[src/rtl/cache_sched_pkg.sv]
`default_nettype none
// ============================================================================
//  Module      : cache_sched_pkg
//  Description : Shared cache configuration constants, block-dimension and
//                line-count widths, scheduler FSM state encoding and a
//                saturating-increment helper.
//  Revision    : 1.0 - initial release
// ============================================================================
package cache_sched_pkg;

    // Default cache geometry (pixels / rows per cache line, as log2)
    localparam int C_X_ADDR_WDTH_DEF = 12;
    localparam int C_Y_ADDR_WDTH_DEF = 12;
    localparam int C_L_H_SIZE_DEF    = 3;
    localparam int C_L_V_SIZE_DEF    = 2;

    // Block extent field width and line counter width
    localparam int C_DIM_WDTH        = 4;
    localparam int C_LINE_CNT_WDTH   = 16;

    // Line scheduler state encoding
    typedef enum logic [0:0] {
        ST_IDLE = 1'b0,
        ST_WALK = 1'b1
    } sched_state_t;

    // Increment that sticks at the all-ones value instead of wrapping
    function automatic logic [C_LINE_CNT_WDTH-1:0] sat_inc(
        input logic [C_LINE_CNT_WDTH-1:0] i_val
    );
        return (&i_val) ? i_val : i_val + 1'b1;
    endfunction

endpackage
`default_nettype wire

[src/rtl/cache_line_range.sv]
`default_nettype none
// ============================================================================
//  Module      : cache_line_range
//  Description : Converts a pixel start coordinate and inclusive extent into
//                first and last cache-line indices along one axis. The end
//                coordinate is summed one bit wider so an overflow clamps the
//                last index to all-ones rather than wrapping to a low index.
//  Revision    : 1.0 - initial release
// ============================================================================
module cache_line_range
    import cache_sched_pkg::*;
#(
    parameter int ADDR_WDTH = 12,
    parameter int LOG2_SIZE = 3
) (
    input  logic [ADDR_WDTH-1:0]           i_start,
    input  logic [C_DIM_WDTH-1:0]          i_extent,
    output logic [ADDR_WDTH-LOG2_SIZE-1:0] o_first_idx,
    output logic [ADDR_WDTH-LOG2_SIZE-1:0] o_last_idx
);

    logic [ADDR_WDTH:0] w_end_sum;

    // First index is the start coordinate's line; last index saturates on overflow
    always_comb begin
        w_end_sum   = {1'b0, i_start} + {{(ADDR_WDTH + 1 - C_DIM_WDTH){1'b0}}, i_extent};
        o_first_idx = i_start[ADDR_WDTH-1:LOG2_SIZE];
        if (w_end_sum[ADDR_WDTH]) begin
            o_last_idx = '1;
        end else begin
            o_last_idx = w_end_sum[ADDR_WDTH-1:LOG2_SIZE];
        end
    end

endmodule
`default_nettype wire

[src/rtl/cache_blk_line_sched.sv]
`default_nettype none
// ============================================================================
//  Module      : cache_blk_line_sched
//  Description : Accepts a pixel block request and emits, in raster order,
//                every cache-line index the block touches, one per handshake.
//                Optional feature macro SCHED_LINE_COUNT_EN adds a saturating
//                16-bit handshake counter (line_count) with a synchronous
//                clear input (count_clr).
//  Revision    : 1.0 - initial release
// ============================================================================
module cache_blk_line_sched
    import cache_sched_pkg::*;
#(
    parameter int X_ADDR_WDTH = C_X_ADDR_WDTH_DEF,
    parameter int Y_ADDR_WDTH = C_Y_ADDR_WDTH_DEF,
    parameter int C_L_H_SIZE  = C_L_H_SIZE_DEF,
    parameter int C_L_V_SIZE  = C_L_V_SIZE_DEF
) (
    input  logic                              clk,
    input  logic                              reset,
    input  logic                              blk_valid,
    output logic                              blk_ready,
    input  logic [X_ADDR_WDTH-1:0]            start_x,
    input  logic [Y_ADDR_WDTH-1:0]            start_y,
    input  logic [C_DIM_WDTH-1:0]             blk_width,
    input  logic [C_DIM_WDTH-1:0]             blk_height,
    output logic                              line_valid,
    input  logic                              line_ready,
    output logic [X_ADDR_WDTH-C_L_H_SIZE-1:0] line_x,
    output logic [Y_ADDR_WDTH-C_L_V_SIZE-1:0] line_y,
    output logic                              line_last,
`ifdef SCHED_LINE_COUNT_EN
    output logic [C_LINE_CNT_WDTH-1:0]        line_count,
    input  logic                              count_clr,
`endif
    output logic                              busy
);

    localparam int C_XI_WDTH = X_ADDR_WDTH - C_L_H_SIZE;
    localparam int C_YI_WDTH = Y_ADDR_WDTH - C_L_V_SIZE;

    sched_state_t         r_state;
    sched_state_t         w_state_nxt;
    logic                 w_accept;
    logic                 w_at_last;
    logic                 w_hs;

    logic [C_XI_WDTH-1:0] w_first_x;
    logic [C_XI_WDTH-1:0] w_last_x;
    logic [C_YI_WDTH-1:0] w_first_y;
    logic [C_YI_WDTH-1:0] w_last_y;

    logic [C_XI_WDTH-1:0] r_x0;
    logic [C_XI_WDTH-1:0] r_x1;
    logic [C_YI_WDTH-1:0] r_y1;
    logic [C_XI_WDTH-1:0] r_line_x;
    logic [C_YI_WDTH-1:0] r_line_y;

    cache_line_range #(
        .ADDR_WDTH   (X_ADDR_WDTH),
        .LOG2_SIZE   (C_L_H_SIZE)
    ) u_range_x (
        .i_start     (start_x),
        .i_extent    (blk_width),
        .o_first_idx (w_first_x),
        .o_last_idx  (w_last_x)
    );

    cache_line_range #(
        .ADDR_WDTH   (Y_ADDR_WDTH),
        .LOG2_SIZE   (C_L_V_SIZE)
    ) u_range_y (
        .i_start     (start_y),
        .i_extent    (blk_height),
        .o_first_idx (w_first_y),
        .o_last_idx  (w_last_y)
    );

    // Final line of the block is reached when both axes sit on their last index
    assign w_at_last = (r_line_x == r_x1) && (r_line_y == r_y1);
    assign w_hs      = line_valid && line_ready;
    assign line_x    = r_line_x;
    assign line_y    = r_line_y;

    // Next-state and handshake outputs; all outputs depend only on state and registers
    always_comb begin
        w_state_nxt = r_state;
        w_accept    = 1'b0;
        blk_ready   = 1'b0;
        line_valid  = 1'b0;
        line_last   = 1'b0;
        busy        = 1'b0;
        case (r_state)
            ST_IDLE: begin
                blk_ready = 1'b1;
                if (blk_valid) begin
                    w_accept    = 1'b1;
                    w_state_nxt = ST_WALK;
                end
            end
            ST_WALK: begin
                line_valid = 1'b1;
                busy       = 1'b1;
                line_last  = w_at_last;
                if (line_ready && w_at_last) begin
                    w_state_nxt = ST_IDLE;
                end
            end
            default: begin
                w_state_nxt = ST_IDLE;
            end
        endcase
    end

    // FSM state register
    always_ff @(posedge clk or posedge reset) begin
        if (reset) begin
            r_state <= ST_IDLE;
        end else begin
            r_state <= w_state_nxt;
        end
    end

    // Capture block range on acceptance, then step the raster position per handshake
    always_ff @(posedge clk or posedge reset) begin
        if (reset) begin
            r_x0     <= '0;
            r_x1     <= '0;
            r_y1     <= '0;
            r_line_x <= '0;
            r_line_y <= '0;
        end else if (w_accept) begin
            r_x0     <= w_first_x;
            r_x1     <= w_last_x;
            r_y1     <= w_last_y;
            r_line_x <= w_first_x;
            r_line_y <= w_first_y;
        end else if (w_hs && !w_at_last) begin
            if (r_line_x == r_x1) begin
                r_line_x <= r_x0;
                r_line_y <= r_line_y + 1'b1;
            end else begin
                r_line_x <= r_line_x + 1'b1;
            end
        end
    end

`ifdef SCHED_LINE_COUNT_EN
    logic [C_LINE_CNT_WDTH-1:0] r_line_count;

    assign line_count = r_line_count;

    // Saturating count of line handshakes; clear wins over a coincident increment
    always_ff @(posedge clk or posedge reset) begin
        if (reset) begin
            r_line_count <= '0;
        end else if (count_clr) begin
            r_line_count <= '0;
        end else if (w_hs) begin
            r_line_count <= sat_inc(r_line_count);
        end
    end
`else
    // Line counter not built in this configuration
`endif

endmodule
`default_nettype wire

[config.mk]
export PLATFORM = sky130hd
export DESIGN_NAME = cache_blk_line_sched
export DESIGN_NICKNAME = d
export VERILOG_FILES = /design/src/rtl/cache_sched_pkg.sv /design/src/rtl/cache_line_range.sv /design/src/rtl/cache_blk_line_sched.sv
export SDC_FILE = /design/constraint.sdc
export NUM_CORES = 1
export LEC_CHECK = 0
export ABC_AREA = 1
export CAP_MARGIN = 30
export CORE_MARGIN = 1.5
export CORE_UTILIZATION = 30
export CTS_BUF_LIST = sky130_fd_sc_hd__clkbuf_2 sky130_fd_sc_hd__clkbuf_4 sky130_fd_sc_hd__clkbuf_8
export CTS_CLUSTER_SIZE = 8
export DETAILED_ROUTE_END_ITERATION = 8
export GPL_TIMING_DRIVEN = 0
export HOLD_SLACK_MARGIN = 0.12
export SKIP_LAST_GASP = 1
export SLEW_MARGIN = 40
export SYNTH_ARGS = -nofsm -noshare
export SYNTH_HDL_FRONTEND = slang
export SYNTH_SLANG_ARGS = --single-unit
[constraint.sdc]
create_clock -name clk -period 2.5 [get_ports clk]
set_clock_uncertainty 0.15 [all_clocks]
set_input_delay 0.75 -clock clk [delete_from_list [all_inputs] [get_ports clk]]
set_output_delay 0.75 -clock clk [all_outputs]
set_load 0.02 [all_outputs]
**Yosys cells after proc, flatten, opt, wreduce, memory -nomap -nowiden**

Index checks and enable logic that the tools add are counted.

- Input bits: 36
- Output and inout bits: 23
- Register bits: 48
- Logic and storage cells: 36

- Add/sub/neg operators: 4
- Reductions and logical operators: 8
- Equality and inequality tests: 2
- Multiplexer cells: 15
- Bitwise operators: 1

Operator list:

| cell | count |
|---|---|
| $mux 10 | 4 |
| $mux 9 | 4 |
| $add 12x4->13 | 2 |
| $add 10x1->10 const B | 1 |
| $eq 10x10->1 | 1 |
| $add 9x1->9 const B | 1 |
| $eq 9x9->1 | 1 |
| $mux 1 | 6 |
| $logic_and 1x1->1 | 4 |
| $reduce_bool 2->1 | 2 |
| $pmux 1 s2 | 1 |
| $reduce_and 2->1 | 1 |
| $logic_not 1->1 | 1 |
| $not 1->1 | 1 |

**Logic depth before layout (Yosys ltp)**

Gate-level depths: netlist of run 1.

- Depth after elaboration: 6
- Mapped depth: 13

**Modules after synthesis**

Synthesis of run 1 repeated with hierarchy kept, for this count alone.

- Cell total of the unflattened synthesis: 629
- Area total of the unflattened synthesis: 3,948.8 um2

By module, submodules not included:

| module | instances | cells an instance | area each (um2) |
|---|---|---|---|
| cache_blk_line_sched | 1 | 422 | 2,909.0 |
| cache_line_range at u_range_y | 1 | 106 | 534.3 |
| cache_line_range at u_range_x | 1 | 101 | 505.5 |

**Worst setup path after synthesis of run 1**

OpenSTA, ideal clock, no wires.

- Path type: register to output
- Start: register r_line_x[6], in the netlist line_x[6]
- End: output line_last
- Data required time: 1,600 ps
- Stages on the path, launching flop included: 9
- Slack: 191 ps
- Arrival: 1,409 ps
- Path buffers: 0
- Path through: dfrtp_1 > inv_2 > nand2_1 > nand2_1 > nor2_2 > nand3_2 > nor2_4 > nand2_4 > nor2_1

- Cells in the longest elaborated chain, start to end: 3

RTL lines:

| item | RTL line | RTL |
|---|---|---|
| from (decl) | cache_blk_line_sched.sv:56 | `logic [C_XI_WDTH-1:0] r_line_x;` |
| from (signal assigned) | cache_blk_line_sched.sv:136 | `r_line_x <= w_first_x;` |
| from (signal assigned) | cache_blk_line_sched.sv:140 | `r_line_x <= r_x0;` |
| from (signal assigned) | cache_blk_line_sched.sv:143 | `r_line_x <= r_line_x + 1'b1;` |
| $eq 9x9->1 | cache_blk_line_sched.sv:80 | `assign w_at_last = (r_line_x == r_x1) && (r_line_y == r_y1);` |
| $logic_and 1x1->1 | cache_blk_line_sched.sv:80 |  |
| $mux 1 | cache_blk_line_sched.sv:93 | `case (r_state)` |
| to (decl) | cache_blk_line_sched.sv:31 | `output logic line_last,` |

No other way between the ends.

**Worst setup path in the final report of run 1**

- Start: register r_line_x[4], in the netlist line_x[4]
- End: output line_last

Same word-level chain as after synthesis.

==> metrics.md, run 1 <==
| Metric | Value |
|---|---|
| Via count | ~3,500 |
| Max incr delay on CP | 490 ps |
| Routed Antenna Nets | 0 |
| Dpl hpwl | 7.154 mm |
| Max Clk Rate | between 0.4 and 0.5 GHz |
| I/O Buffers | 58 |
| Worst endpoint data arrival time | 1580 ps |
| First-pass GRT wire length | ~15 mm |
| Filler instances | roughly 1,100 |
| Initial core utilization | 31.03% |
| Detailed-router iteration count before antenna repair | 4 |
| H-tree levels | 2 |
| Worst setup SP type | register |
| Count of pins over their slew limit | 0 |
| DR iter-0 viols | approximately 210 |
| Die area | 11,910 sq um |
| Total GRT Usage | 16.48% |
| Measured slew at the worst slew-check pin | approximately 580 ps |
| Placeable Area | 10,890 sq um |
| Total grt overflow | 0 |
| Synthesized area | around 3400 sq um |
| Clock share of power | 20.3% |
| # IOs | between 50 and 60 |
| Clk_lat worst skew | 300 ps |
| TritonCTS clock tree | built |
| Internal | 1.581 mW |
| Clock Tree Root | clkbuf_8 |
| Leak | between 2 and 2.5 nW |
| Final-report setup violation count | 0 |
| # hold bufs at CTS | 0 |
| Reg clk slew, reported paths | 100 ps |
| Sw Pwr | 907.8 uW |
| Drt drc | 0 |
| RSZ-0062 raised after global routing | true |
| Comb pwr share | 38.6% |
| CP Capture Type | output pin |
| Synth cell types | 32 |
| TritonCTS buffer count | 5 |
| WS Path Type | reg -> out |
| Slowest stage cell, crit path | dfrtp_1 |
| Sw Ratio | 36.48% |
| Worst vdd ir | 211.2 uV |
| Gpl congestion | 0.8801 |
| Drt total wl | 9.377 mm |
| Sequential share of the synthesized area | between 30% and 40% |
| Rel. slew slack | between 60% and 70% |
| CP Data Required Time | 1600 ps |
| Placed cells | 710 |
| CTS max path bufs | 2 |
| Syn Area/Cell | 6.611 sq um |
| Number of synthesized register bits | 48 |
| Min cycle time layout | 2479 ps |
| Ys flop type | dfrtp_1 |
| Critical-path cell list | xnor2_2 -> nand3_2 -> nor2_4 -> nand2_4 -> nor2_1 -> buf_4 |
| Initial antenna violation count | 0 |
| Pwr Density | about 560 nW/um^2 |
| Max Cap Viol | 0 |
| Die height | about 110 microns |
| Row Count | 38 |
| Final worst-path cycle share | 99.16% |
| Synth Instances | 511 |
| Syn_nets | 555 |
| ANT cells | 0 |
| Fraction of registers with async set/reset | 100.0% |
| Ys Warns | 0 |
| Worst min path class | reg -> reg |
| Post-synth EDFFs | 0 |
| # clock sinks | 48 |
| Area Growth Syn to Fin | 31.81% |
| Status | complete, no violations |
| Die span in x | 109.1 microns |
| DR WL/cell | roughly 13 microns |
| Pin count of the biggest net entering global routing | 34 |
| Overall Power | approximately 2.5 mW |
| Vias in the first global route | 3,182 |
| Crit-path max FO | 6 |
| Share of cells above drive strength 1 | 14.09% |
| Routed vias/inst | approximately 4.7 |
| Final net count | between 600 and 700 |
| Sequential power share | 41.1% |
| Endpoints failing hold | 0 |
| Fin cells | approximately 740 |
## cell usage in the layout (no fill, tap or decap), types with 2 or more instances in the layout
| cell type | n |
|---|---|
| nand4_1 | 5 |
| ha_1 | 8 |
| o21ai_0 | 18 |
| or2_2 | 4 |
| buf_6 | 3 |
| nand3_1 | 44 |
| xor2_1 | 13 |
| xnor2_1 | 3 |
| nand2_4 | 3 |
| clkbuf_8 | 6 |
| dfrtp_2 | 12 |
| o21ai_1 | 2 |
| nand2_2 | 5 |
| o21bai_1 | 2 |
| xnor2_2 | 3 |
| clkbuf_1 | 4 |
| nor2_2 | 5 |
| buf_2 | 2 |
| a21oi_1 | 26 |
| nand3_2 | 2 |
| dfrtp_1 | 36 |
| clkdlybuf4s50_1 | 56 |
| nor3_1 | 4 |
| nand2_1 | 189 |
| a31oi_1 | 2 |
| inv_2 | 10 |
| buf_4 | 21 |
| o22ai_1 | 3 |
| nor2_1 | 47 |
| inv_1 | 45 |
## worst paths after layout
check | from | endpoint | slack (ps) | cells after the start
setup reg to reg | line_x[0] | line_x[8] | 460 | 12
hold / removal | r_x0[7] | r_x0[7] | 330 | 2
min in group asynchronous | reset | r_state | 570 | 2
hold reg to reg | r_x0[7] | r_x0[7] | 330 | 2
setup / recovery | line_x[4] | line_last | 20 | 6
max in group asynchronous | reset | line_y[2] | 1160 | 3
## layer usage
metal / up-vias / wire, microns / track usage (%)
li1: 1786 / - / -
met1: 1570 / 4364 / 23.36
met2: 108 / 4263 / 25.89
met3: 10 / 643 / 2.630
met4: 0 / 106 / 4.417
met5: - / 0 / 0
## cell families after synthesis
group	count (synthesis)	share of synthesized area [%]
AO/OA/AOI/OAI	57	9.000
AND/OR/NAND/NOR	311	39.15
flip-flops	48	35.56
buffers and inverters	68	8.407
XOR/XNOR	19	4.926
adder cells (fa/ha/maj)	8	2.963
## power by group through the flow
stage               logic, mW  registers [mW]  clock network, mW
floorplan               0.478            1.09                  0
global placement        0.814            1.06                  0
detailed placement      0.833            1.06                  0
CTS                     0.958            1.02              0.520
global route             1.08            1.04              0.544
finish                  0.961            1.02              0.505
## area by class of cell
class	instances	area (sq um)	area share [%]
sequential	48	1216	27.31
inverter	57	216.5	4.861
multi-input combinational	395	1938	43.52
buffer	10	66.31	1.489
timing repair buffer	78	743.2	16.69
clock buffer	7	90.09	2.023
clock inverter	1	7.507	0.1686
tap	140	175.2	3.934
## through the flow
step	setup slack, ps	utilization [%]	cell area [sq um]	hold slack, ps	TNS, ps
after detailed placement	-287.4	38.18	4156	312.1	-6860
after floorplan	191.3	-	3378	293.6	0
after CTS	0.2918	40.40	4399	335.3	0
final	21.11	40.90	4453	334.1	0
after global routing	-63.03	40.90	4453	361.8	-77.31
after global placement	-608.9	37.97	4134	308.8	-35230
## synth_stat cells (2+ instances only)
library cell	number	area, sq um
xor2_1	13	113.9
ha_1	8	100.1
nor2_2	2	12.51
buf_2	2	10.01
o21ai_0	19	95.09
or2_2	4	25.02
o22ai_1	3	18.77
a31oi_1	2	12.51
inv_2	5	18.77
a21oi_1	27	135.1
dfrtp_1	48	1201
o21bai_1	3	22.52
xnor2_1	6	52.55
nand2_1	192	720.7
buf_6	3	33.78
clkbuf_1	5	18.77
nand2_2	2	12.51
nand4_1	5	31.28
nand2_4	3	33.78
inv_1	51	191.4
nand3_2	2	20.02
nand3_1	44	220.2
nor2_1	50	187.7
nor3_1	4	20.02
## critical path: cells and delay by family, from the launching register on
family                 cells  cell delay, ps
XOR/XNOR                   1             230
AND/OR/NAND/NOR            4             400
buffers and inverters      1             140
flip-flops                 1             490
## state kept, by name, indices dropped and copies added (netlist names)
register / count
r_y1: 10
line_x: 9
line_y: 10
r_state: 1
r_x0: 9
r_x1: 9
## what timing repair did
action / in CTS / in global routing
gates resized for setup: 24 / 11
cloned: 0 / 0
endpoints found under the setup margin: 1 / 22
buffers inserted: 14 / 5
pin swaps: 4 / 6
Note: power is estimated with default switching activity, not from simulation.
==> run 2, diff against run 1 <==
--- a/config.mk
+++ b/config.mk
@@ -7,7 +7,6 @@
 export LEC_CHECK = 0
 export ABC_AREA = 1
 export CAP_MARGIN = 30
-export CORE_MARGIN = 1.5
 export CORE_UTILIZATION = 30
 export CTS_BUF_LIST = sky130_fd_sc_hd__clkbuf_2 sky130_fd_sc_hd__clkbuf_4 sky130_fd_sc_hd__clkbuf_8
 export CTS_CLUSTER_SIZE = 8
@@ -15,7 +14,6 @@
 export GPL_TIMING_DRIVEN = 0
 export HOLD_SLACK_MARGIN = 0.12
 export SKIP_LAST_GASP = 1
-export SLEW_MARGIN = 40
 export SYNTH_ARGS = -nofsm -noshare
 export SYNTH_HDL_FRONTEND = slang
 export SYNTH_SLANG_ARGS = --single-unit
==> run 2 against run 1 <==
  * Sequential share of layout area is 0.40 points higher
  * Global-route usage is 0.39 points higher
  * Final area is 1.1% lower
  * Routed wire length is 1.0% lower
  * Worst setup slack worse by 9.2 ps
  * First-iteration DRC count is 10% lower
  * Worst hold slack better by 1.1 ps
  * Utilization is 0.46 points lower
  * Cell count is 0.82% lower
  * Via count is 0.98% lower
  * Critical path type unchanged
  * Sequential cell count stayed put
==> metrics.md, run 2 (same netlist as run 1, synthesis figures left out) <==
| Metric | Value |
|---|---|
| Row Count | 38 (unchanged) |
| Max Clk Rate | 0.4019 GHz (was 0.4034 GHz) |
| Final-report setup violation count | 0 (unchanged) |
| CP Data Required Time | 1600 ps (about the same) |
| CP Buf/Inv Count | 1 (unchanged) |
| Critical-path cell list | xnor2_2 -> nand3_2 -> nor2_4 -> nand2_4 -> nor2_1 -> buf_4 (unchanged) |
| Final net count | 633 (was 639) |
| Count of pins over their slew limit | 0 (unchanged) |
| Routed vias/inst | 4.712 (was 4.720) |
| Global routing usage on met1 | 23.32% (was 23.36%) |
| Leak | 2.200 nW (was 2.243 nW) |
| Initial core utilization | 31.03% (unchanged) |
| Share of cells above drive strength 1 | 13.05% (was 14.09%) |
| GR Util met3 | 2.411% (was 2.630%) |
| Cell family with most CP delay | flip-flops (unchanged) |
| GRT met2 Usage | 27.34% (was 25.89%) |
| Commonest non-fill, non-tap cell in the layout | nand2_1 (unchanged) |
| Slowest stage cell, crit path | dfrtp_1 (unchanged) |
| Overall Power | 2.477 mW (was 2.488 mW) |
| I/O Buffers | 58 (unchanged) |
| Max incr delay on CP | 500 ps (was 490 ps) |
| Via count | 3,440 (was 3,474) |
| Final worst-path cycle share | 99.52% (was 99.16%) |
| Drt drc | 0 (unchanged) |
| Status | complete, no violations (unchanged) |
| ANT cells | 0 (unchanged) |
| TritonCTS buffer count | 5 (unchanged) |
| Worst setup SP type | register (unchanged) |
| Area Growth Syn to Fin | 30.33% (was 31.81%) |
| TritonCTS clock tree | built (unchanged) |
| GRT busiest layer | met2 (unchanged) |
| Worst vdd ir | 286.6 uV (was 211.2 uV) |
| Worst endpoint data arrival time | 1590 ps (was 1580 ps) |
| CTS max path bufs | 2 (unchanged) |
| First-pass GRT wire length | 15.35 mm (was 15.41 mm) |
| Crit-path max FO | 6 (unchanged) |
| Total GRT Usage | 16.88% (was 16.48%) |
| Slack of the worst reg-to-reg path | 570 ps (was 460 ps) |
| Rel. slew slack | 61.64% (was 61.50%) |
| Clock Tree Root | clkbuf_8 (unchanged) |
| Commonest non-fill, non-tap cells in the layout | 189 x nand2_1, 57 x clkdlybuf4s50_1, 48 x inv_1, 47 x nor2_1, 44 x nand3_1 (was 189 x nand2_1, 56 x clkdlybuf4s50_1, 47 x nor2_1, 45 x inv_1, 44 x nand3_1) |
| Total grt overflow | 0 (unchanged) |
| Detailed-router iteration count before antenna repair | 5 (was 4) |
| Routed Antenna Nets | 0 (unchanged) |
| Reg clk slew, reported paths | 90 ps (was 100 ps) |
| Gpl congestion | 0.8916 (was 0.8801) |
| CP Capture Type | output pin (unchanged) |
| Min cycle time layout | 2488 ps (was 2479 ps) |
| Drt total wl | 9.282 mm (was 9.377 mm) |
| Dpl hpwl | 7.147 mm (was 7.154 mm) |
| Endpoints failing hold | 0 (unchanged) |
| Vias in the first global route | 3,106 (was 3,182) |
| # hold bufs at CTS | 0 (unchanged) |
| Worst min path class | reg -> reg (unchanged) |
| # IOs | 59 (unchanged) |
| Pwr Density | 562.6 nW/um^2 (was 558.8 nW/um^2) |
| Initial antenna violation count | 0 (unchanged) |
| Pin count of the biggest net entering global routing | 39 (was 34) |
| WS Path Type | reg -> out (unchanged) |
| Die area | 11,690 sq um (was 11,910 sq um) |
| Placeable Area | 10,890 sq um (unchanged) |
| Die span in x | 108.1 microns (was 109.1 microns) |
| Clk_lat worst skew | 310 ps (was 300 ps) |
| Measured slew at the worst slew-check pin | 575.4 ps (was 577.5 ps) |
| # clock sinks | 48 (unchanged) |
| Max Cap Viol | 0 (unchanged) |
| RSZ-0062 raised after global routing | true (unchanged) |
| Total Neg Setup Slack | 0 ps (unchanged) |
| Die height | 108.1 microns (was 109.1 microns) |
| DR WL/cell | 12.72 microns (was 12.74 microns) |
| DR iter-0 viols | 191 (was 213) |
| H-tree levels | 2 (unchanged) |
-- run 2: cell types whose count changed in the layout (fill, tap and decap cells not counted) --
| cell | previous run | this run |
|---|---|---|
| dlymetal6s2s_1 | 1 | 0 |
| dfrtp_1 | 36 | 33 |
| a21oi_1 | 26 | 27 |
| inv_1 | 45 | 48 |
| clkdlybuf4s50_1 | 56 | 57 |
| dfrtp_2 | 12 | 15 |
| inv_4 | 1 | 0 |
| buf_4 | 21 | 15 |
| inv_2 | 10 | 8 |
| a21oi_2 | 1 | 0 |
-- run 2: timing repair --
item	CTS	global route
resized for setup	26	7
buffers inserted	13	0
endpoints found under the setup margin	1	21
pin swaps	3	2
-- run 2: path summary, 6_finish.rpt --
kind | start | endpoint | depth (start not counted)
worst min-delay path | r_x0[0] | r_x0[0] | 2
max in group asynchronous | reset | line_x[1] | 3
min in group asynchronous | reset | line_y[7] | 2
worst max register to register | line_x[0] | line_x[8] | 11
worst max-delay path | line_x[3] | line_last | 6
worst min register to register | r_x0[0] | r_x0[0] | 2
-- run 2: cell type report --
| type | count | area, sq um |
|---|---|---|
| plain buffers | 10 | 66.31 |
| clock buffers | 7 | 90.09 |
| fillers | 1134 | 6485 |
| multi-input cells | 395 | 1934 |
| clock inverters | 1 | 7.507 |
| repair buffers | 72 | 695.7 |
| inverters | 57 | 214.0 |
| well taps | 140 | 175.2 |
| flip-flops and latches | 48 | 1220 |
-- run 2: worst reg2reg max path: cells and delay by family (launching register included) --
family / cells / cell delay [ps]
adders and majority gates: 1 / 180
DFF: 1 / 410
and+or+nand+nor: 9 / 980
buffers and inverters: 1 / 150
-- run 2: through the flow --
stage               hold WS, ps  util (%)  instance area [sq um]  worst slack (ps)  cells
floorplan                 293.6         -                   3378             191.3    511
global placement          308.2     37.97                   4134            -612.7    709
detailed placement        313.7     38.15                   4154            -280.3    710
CTS                       337.8     40.32                   4390             7.174    731
global route              357.7     40.44                   4403            -89.65    730
finish                    335.1     40.44                   4403             11.96    730
-- run 2: report_power, final --
part / internal, mW / switching, mW / leakage [nW] / total (mW)
clock network: 0.236 / 0.281 / 0.0479 / 0.517
registers: 0.894 / 0.139 / 0.575 / 1.03
logic: 0.434 / 0.493 / 1.58 / 0.927
total: 1.56 / 0.913 / 2.20 / 2.48
-- run 2: metal layers --
metal | up-vias | part of all wire [%] | wire (microns)
met5 | - | 0 | 0
met4 | 0 | 1.1 | 103
met3 | 8 | 4.3 | 403
met2 | 82 | 45 | 4210
li1 | 1774 | - | -
met1 | 1576 | 49 | 4564
